<file path="src/rtl/usart_pkg.sv">
// usart_pkg: types and constants shared by the usart transmit and receive stages
package usart_pkg;
    typedef enum logic [1:0] {IDLE, START, DATA, STOP} usart_tx_state_t;
    localparam int USART_DATA_BITS = 8;
    localparam logic USART_IDLE_LEVEL = 1'b1;
endpackage

</file>
<file path="src/rtl/usart_baud_counter.sv">
// usart_baud_counter: bit-period divider producing a one-cycle tick every mult*CLOCKS_PER_BIT cycles
//   comm_clock, reset : clock and synchronous active-high reset
//   clear             : holds the count at zero so the next period starts aligned
//   mult              : number of bit periods per tick (up to MAX_MULT)
//   tick              : high on the last cycle of each period
module usart_baud_counter #(
    parameter int CLOCKS_PER_BIT = 104,
    parameter int MAX_MULT = 2
) (
    input  logic       comm_clock,
    input  logic       reset,
    input  logic       clear,
    input  logic [1:0] mult,
    output logic       tick
);
    localparam int W = $clog2(CLOCKS_PER_BIT * MAX_MULT);
    logic [W-1:0] count;
    logic [W-1:0] term;
    assign term = W'(CLOCKS_PER_BIT * int'(mult) - 1);
    assign tick = count == term;
    always_ff @(posedge comm_clock)
        count <= (reset || clear || tick) ? '0 : count + 1'b1;
endmodule

</file>
<file path="src/rtl/usart_tx.sv">
// usart_tx: pulls bytes from the transmit FIFO and sends them as 8N1/8N2 frames on tx
//   comm_clock, reset : clock and synchronous active-high reset
//   fifo_ready        : byte request to the FIFO (out_ready)
//   fifo_valid        : one-cycle pulse qualifying fifo_data (out_valid)
//   fifo_data         : byte from the FIFO
//   tx                : serial line, idles high
//   busy              : high from start bit through the last stop bit
module usart_tx
    import usart_pkg::*;
#(
    parameter int CLOCKS_PER_BIT = 104,
    parameter int STOP_BITS = 1
) (
    input  logic       comm_clock,
    input  logic       reset,
    output logic       fifo_ready,
    input  logic       fifo_valid,
    input  logic [7:0] fifo_data,
    output logic       tx,
    output logic       busy
);
    usart_tx_state_t state, state_n;
    logic [USART_DATA_BITS-1:0] shreg, shreg_n;
    logic [2:0] idx, idx_n;
    logic tx_n, busy_n, ready_n, tick;
    logic last_bit;

    // The counter sits at zero through IDLE so the start bit gets a full period.
    usart_baud_counter #(
        .CLOCKS_PER_BIT(CLOCKS_PER_BIT),
        .MAX_MULT(STOP_BITS)
    ) u_baud (
        .comm_clock(comm_clock),
        .reset(reset),
        .clear(state == IDLE),
        .mult(state == STOP ? 2'(STOP_BITS) : 2'd1),
        .tick(tick)
    );

    assign last_bit = idx == 3'(USART_DATA_BITS - 1);

    always_comb begin
        state_n = state;
        shreg_n = shreg;
        idx_n = idx;
        tx_n = tx;
        busy_n = busy;
        ready_n = fifo_ready;
        case (state)
            IDLE: begin
                // Dropping ready on the capture edge limits the FIFO to one read per request.
                ready_n = !(fifo_ready && fifo_valid);
                if (fifo_ready && fifo_valid) begin
                    shreg_n = fifo_data;
                    tx_n = 1'b0;
                    busy_n = 1'b1;
                    state_n = START;
                end
            end
            START: if (tick) begin
                state_n = DATA;
                idx_n = '0;
                tx_n = shreg[0];
            end
            DATA: if (tick) begin
                // tx is registered, so it is loaded with the bit that follows the one on the line.
                shreg_n = shreg >> 1;
                idx_n = idx + 3'd1;
                tx_n = last_bit ? USART_IDLE_LEVEL : shreg[1];
                state_n = last_bit ? STOP : DATA;
            end
            STOP: if (tick) begin
                state_n = IDLE;
                busy_n = 1'b0;
                ready_n = 1'b1;
            end
        endcase
    end

    always_ff @(posedge comm_clock) begin
        if (reset) begin
            state <= IDLE;
            shreg <= '0;
            idx <= '0;
            tx <= USART_IDLE_LEVEL;
            busy <= 1'b0;
            fifo_ready <= 1'b0;
        end else begin
            state <= state_n;
            shreg <= shreg_n;
            idx <= idx_n;
            tx <= tx_n;
            busy <= busy_n;
            fifo_ready <= ready_n;
        end
    end
endmodule

</file>
<file path="config.mk">
export PLATFORM = sky130hd
export DESIGN_NAME = usart_tx
export DESIGN_NICKNAME = d
export VERILOG_FILES = /design/src/rtl/usart_pkg.sv /design/src/rtl/usart_baud_counter.sv /design/src/rtl/usart_tx.sv
export SDC_FILE = /design/constraint.sdc
export NUM_CORES = 1
export LEC_CHECK = 0
export BUFFER_PORTS_ARGS = -buffer_cell sky130_fd_sc_hd__buf_2
export CAP_MARGIN = 20
export CORE_ASPECT_RATIO = 0.6
export CORE_UTILIZATION = 52
export CTS_CLUSTER_SIZE = 16
export DETAILED_ROUTE_END_ITERATION = 8
export PLACE_DENSITY = 0.71
export RECOVER_POWER = 100
export SYNTH_ARGS = -nofsm -noshare
export SYNTH_HDL_FRONTEND = slang
export SYNTH_HIERARCHICAL = 1
export SYNTH_SLANG_ARGS = --single-unit
</file>
<file path="constraint.sdc">
create_clock -name comm_clock -period 2.05 [get_ports comm_clock]
set_input_delay 0.1025 -clock comm_clock [delete_from_list [all_inputs] [get_ports comm_clock]]
set_output_delay 0.1025 -clock comm_clock [all_outputs]
set_load 0.005 [all_outputs]
</file>
; ---- Yosys cells after proc, flatten, opt, wreduce, memory -nomap -nowiden
; Cells that the tools add are included.
[totals]
inputBits = 11
mem_bits_rw = 0
mem_bits_ro = 0
wordCells = 55
n_memories = 0
ff_bits = 23
latch_bits = 0
[op_classes]
mul = 0
div = 0
n_lt_le_gt_ge = 0
n_eq_ne = 9
n_shift = 0
n_bitwise = 0
reduce_logical = 15
addsub = 2
muxes = 22
[ops]
columns = operator, n
row1 = $mux 8, 2
row2 = $pmux 8 s2, 1
row3 = $reduce_and 3->1, 3
row4 = $mux 1, 8
row5 = $mux 2, 4
row6 = $pmux 2 s4, 1
row7 = $reduce_and 4->1, 2
row8 = $add 7x1->7 const B, 1
row9 = $eq 7x7->1 const B, 1
row10 = $mux 3, 2
row11 = $ne 2x1->1 const B, 3
row12 = $pmux 3 s2, 1
row13 = $reduce_bool 2->1, 3
row14 = $eq 2x2->1 const B, 2
row15 = $pmux 1 s2, 2
row16 = $add 3x1->3 const B, 1
row17 = $eq 3x3->1 const B, 1
row18 = $pmux 1 s3, 1
row19 = $reduce_bool 3->1, 1
row20 = $eq 2x1->1 const B, 1
row21 = $logic_not 2->1, 1
row22 = $logic_or 1x1->1, 2
row23 = $ne 2x2->1 const B, 1
row24 = $reduce_and 2->1, 1
row25 = 2 further kinds, 2

; ---- Depth between registers and ports, before layout
[logic_depth]
word_depth = 4
mapped_depth = 9

; ---- Hierarchy
; Netlist, hierarchy kept.
[by_module_without_submodules]
columns = module, area_per_inst_um2, cells_each, instances
row1 = usart_tx, 898.4, 91, 1
row2 = usart_baud_counter, 437.9, 44, 1

; ---- Worst setup path before layout
; Ideal clock, no wire load.
[synth_path]
kind = register to register
start = register u_baud.count[0]
end = register state[0]
setup_time_ns = 0.086
arrival_ns = 1.821
path_slack_ns = 0.143
path_buffers = 1
stages_incl_launch_ff = 8
synth_period_minus_slack_ns = 1.907
path_cell_list = dfxtp_1 -> ha_1 -> and3_4 -> buf_6 -> and2_1 -> o21ba_4 -> or3_1 -> a211oi_1
[synth_via]
elab_chain_cells = 3
word_cells_on_any_way = 5
[synth_lines]
columns = element, line_no
row1 = "start, declared", usart_baud_counter.sv:17  ; logic [W-1:0] count;
row2 = "start signal, assigned", usart_baud_counter.sv:22  ; count <= (reset || clear || tick) ? '0 : count + 1'b1;
row3 = $eq 7x7->1 *, usart_baud_counter.sv:20  ; assign tick = count == term;
row4 = net tick, usart_tx.sv:25  ; logic tx_n, busy_n, ready_n, tick;
row5 = $ne 2x1->1 (no line), -
row6 = $reduce_and 4->1 (no line) *, -
row7 = "end signal, assigned", usart_tx.sv:89  ; state <= state_n;
row8 = "end, declared", usart_tx.sv:22  ; usart_tx_state_t state, state_n;
; Mark *: on every way through the listed nets, which the timed path passes. The rest lies on a longest branch.
; A chain may end at the register's enable or synchronous reset.

; ---- Final worst setup path
[layout_path]
start = register u_baud.count[3]
end = register state[0]
; The elaborated chain is that of the path after synthesis.

==> flow_summary.ini <==
[outcome]
status = finished, final reports clean

[floorplan]
die_w_um = 67.45
io_pins = 14
placeableCoreArea_um2 = 2293
die_height_um = 41.27
core.rowCount = 13
initial_utilization_pct = 58.27
floorplan.die_area_um2 = 2783

[synth]
synth-adder-area-share_pct = 9.363
synth_top_family_by_area = compound AO/OA/AOI/OAI gates
post_synth_and_or_nand_nor_area_fraction_pct = 11.24
netlist_top_cells_area = dfxtp_1, ha_1, mux2i_1, a311oi_1, a21oi_1
synthDominantAreaCellType = dfxtp_1
syn-cell-area_um2 = 1336
synth_largest_type_area_fraction_pct = 34.46
yosysWarnings = 6
synthFlopType = dfxtp_1
synth-compound-area-share_pct = 24.25
synthCells = 135
muxShareOfSynthArea_pct = 8.708
ys_seq_elements = 23
synth_edf_count = 0
synth.most_common_cell = dfxtp_1
synth_async_sr_flop_share_pct = 0
avgSynthCellArea_um2 = 9.898
post_synth_most_frequent_cells = dfxtp_1, a21oi_1, ha_1
post_synth_xor_area_fraction_pct = 5.150
synth.lib_cells_used.distinct = 43
synth-seq-area-share_pct = 34.46

[clocking]
root_buffer = clkbuf_8
clock_insertion_delay_worst_skew_ps = 270
number_of_levels_in_the_clock_h_tree = 1
cts-root-to-sink-buffers = 2
cts-hold-fix-buffers = 0
clock_sinks = 23
cts_tree = yes
clk_transition_reported_paths_ps = 90
cts-buffers-inserted = 3

[worst_setup_path]
cp.buffers_inverters = 0
worst_setup_path_startpoint = u_baud/count[3]
reg2reg_setup_slack_ps = 150
timing.critical_path.from_type = flop
cell_by_cell_trace_of_the_critical_path = xor2_1 > and3_4 > and2_1 > o21ba_1 > or3_1 > a211oi_1
critical-path-slowest-cell = dfxtp_1
path_max_fanout = 7
arrival_ps = 2080
cp_data_required_time_ps = 2230
worstSetupPathType = reg2reg
critical-path-top-delay-family = simple AND/OR/NAND/NOR gates
timing.critical_path.slowest_cell_delay_ps = 380
critical_path.endpoint_type = flop
crit-reg2reg-launch = u_baud/count[3]

[cells_and_area]
antenna-diode-count = 0
post_route_cells_drive_above_1_share_pct = 21.48
area_growth_pct = 8.989
layout.nets = 171

[timing]
finalWorstPathRequiredPeriod_ps = 1897
finalHoldWorstSlack_ps = 109.7
timing.setup.tns_ps = 0
fmaxAchievable_mhz = 527.1
clock-skew-final_ps = 5.842
timing.final.ws_setup_ps = 152.8
grt_setup_unrepaired = false
setup_viol_count_final = 0
final.period_utilization_pct = 92.55
hold_viol_final = 0
timing.final.max_slew_violations = 0

[route]
routed_via_density = 5.732
wl_per_cell_um = 14.89
total_number_of_vias = 1026
wl_mm = 2.666
post-route-drc-count = 0
drtAntennaViolNets = 0
first_iter_violations = 94
drt_first_pass_iters = 4

[job]
max_cap_violations = 0

[global_route]
grt_start_max_net_pins = 21
grtUsageTotal_pct = 20.68
grt-ovfl-total = 0
first_global_vias = 864
number_of_antenna_violations_at_the_first_check_in_global_routing = 0
grt_first_pass_wirelength_mm = 4.050

[power]
peakVddDrop_mv = 0.5330
p_leak_nw = 0.6032
power_density_nw_per_um2 = 1168

[place]
detailedPlacementHpwl_mm = 1.921
dp_worst_setup_slack_ps = 182.8
place_congestion = 0.8214
buffer_ports.inserted = 13

[worst_hold_path]
hold_path_startpoint = fifo_data[7]
worst_min_path_class = in2reg
## cell usage in the layout, fill, tap and decap left out, drive strengths merged
cell	n
mux2i	9
nand2b	2
xor2	4
a2111oi	1
nor3	3
or3	1
o22ai	1
nand4b	1
inv	4
a31o	2
and2b	1
a21bo	2
a32oi	2
o21ai	1
a21o	4
clkbuf	6
conb	5
o211a	1
o2111ai	2
and3	1
a21boi	1
or2	1
mux2	2
nand2	2
o21ba	1
a311oi	8
a21oi	13
a211oi	4
nand3	5
dfxtp	23
and2	1
nor2	6
buf	14
ha	10
xnor2	3
nand3b	1
clkinvlp	1
## logic make-up (layout without fill, tap and decap cells)
| family | count (synthesis) | in the layout |
|---|---|---|
| other | 2 | 5 |
| xor gates and xnor gates | 7 | 7 |
| AOI/OAI and AO/OA | 43 | 43 |
| adders and majority gates | 10 | 10 |
| and+or+nand+nor | 25 | 25 |
| buffers and inverters | 14 | 25 |
| muxes | 11 | 11 |
| DFF | 23 | 23 |
## cell type report
type / instances / area, um^2
timing repair buffer: 17 / 91.34
clock inverter: 1 / 7.507
inverter: 4 / 15.01
multi-input combinational: 101 / 803.3
fill: 197 / 837.1
sequential: 23 / 460.4
clock buffer: 3 / 41.29
tap: 30 / 37.54
## per-layer routing
layer  GRT usage, %  share of wire [%]  vias up
met5              0                  0        -
met4          4.255               0.30        0
met3          6.667                2.8        2
met2          30.25                 43       16
met1          29.32                 54      483
li1               -                  -      525
## report_power, final
part           internal (mW)  switching (mW)
Sequential             0.565          0.0841
Clock                  0.138           0.156
Combinational          0.325           0.433
Total                   1.03           0.673
## per-stage QoR
stage / cells / area [um^2] / power, mW / util, %
2_1_floorplan: 138 / 1348 / 1.273 / -
3_3_place_gp: 175 / 1411 / 1.379 / 61.54
3_5_place_dp: 175 / 1411 / 1.407 / 61.54
4_1_cts: 179 / 1460 / 1.702 / 63.67
5_1_grt: 179 / 1456 / 1.813 / 63.50
6_report: 179 / 1456 / 1.700 / 63.50
## final timing paths
path,end,depth (start not counted)
max,state[0],6
min,shreg[7],3
max reg2reg,state[0],6
min reg2reg,idx[0],2
## worst register-to-register path: cells and delay by family, from the launching register on
family,cells,cell delay (ps)
AND/OR/NAND/NOR,3,800
AO/OA/AOI/OAI,2,440
flip-flops,1,380
XOR/XNOR,1,190
## flip-flops by register name (all words and copies together) (netlist names)
name          cells
busy              1
fifo_ready        1
idx               3
shreg             8
state             2
tx                1
u_baud/count      7
## timing repair
action	in CTS	in global routing
endpoints found under the setup margin	0	1
resized for setup	0	2
buffers inserted	0	0
Note: power is estimated with default switching activity, not from simulation.
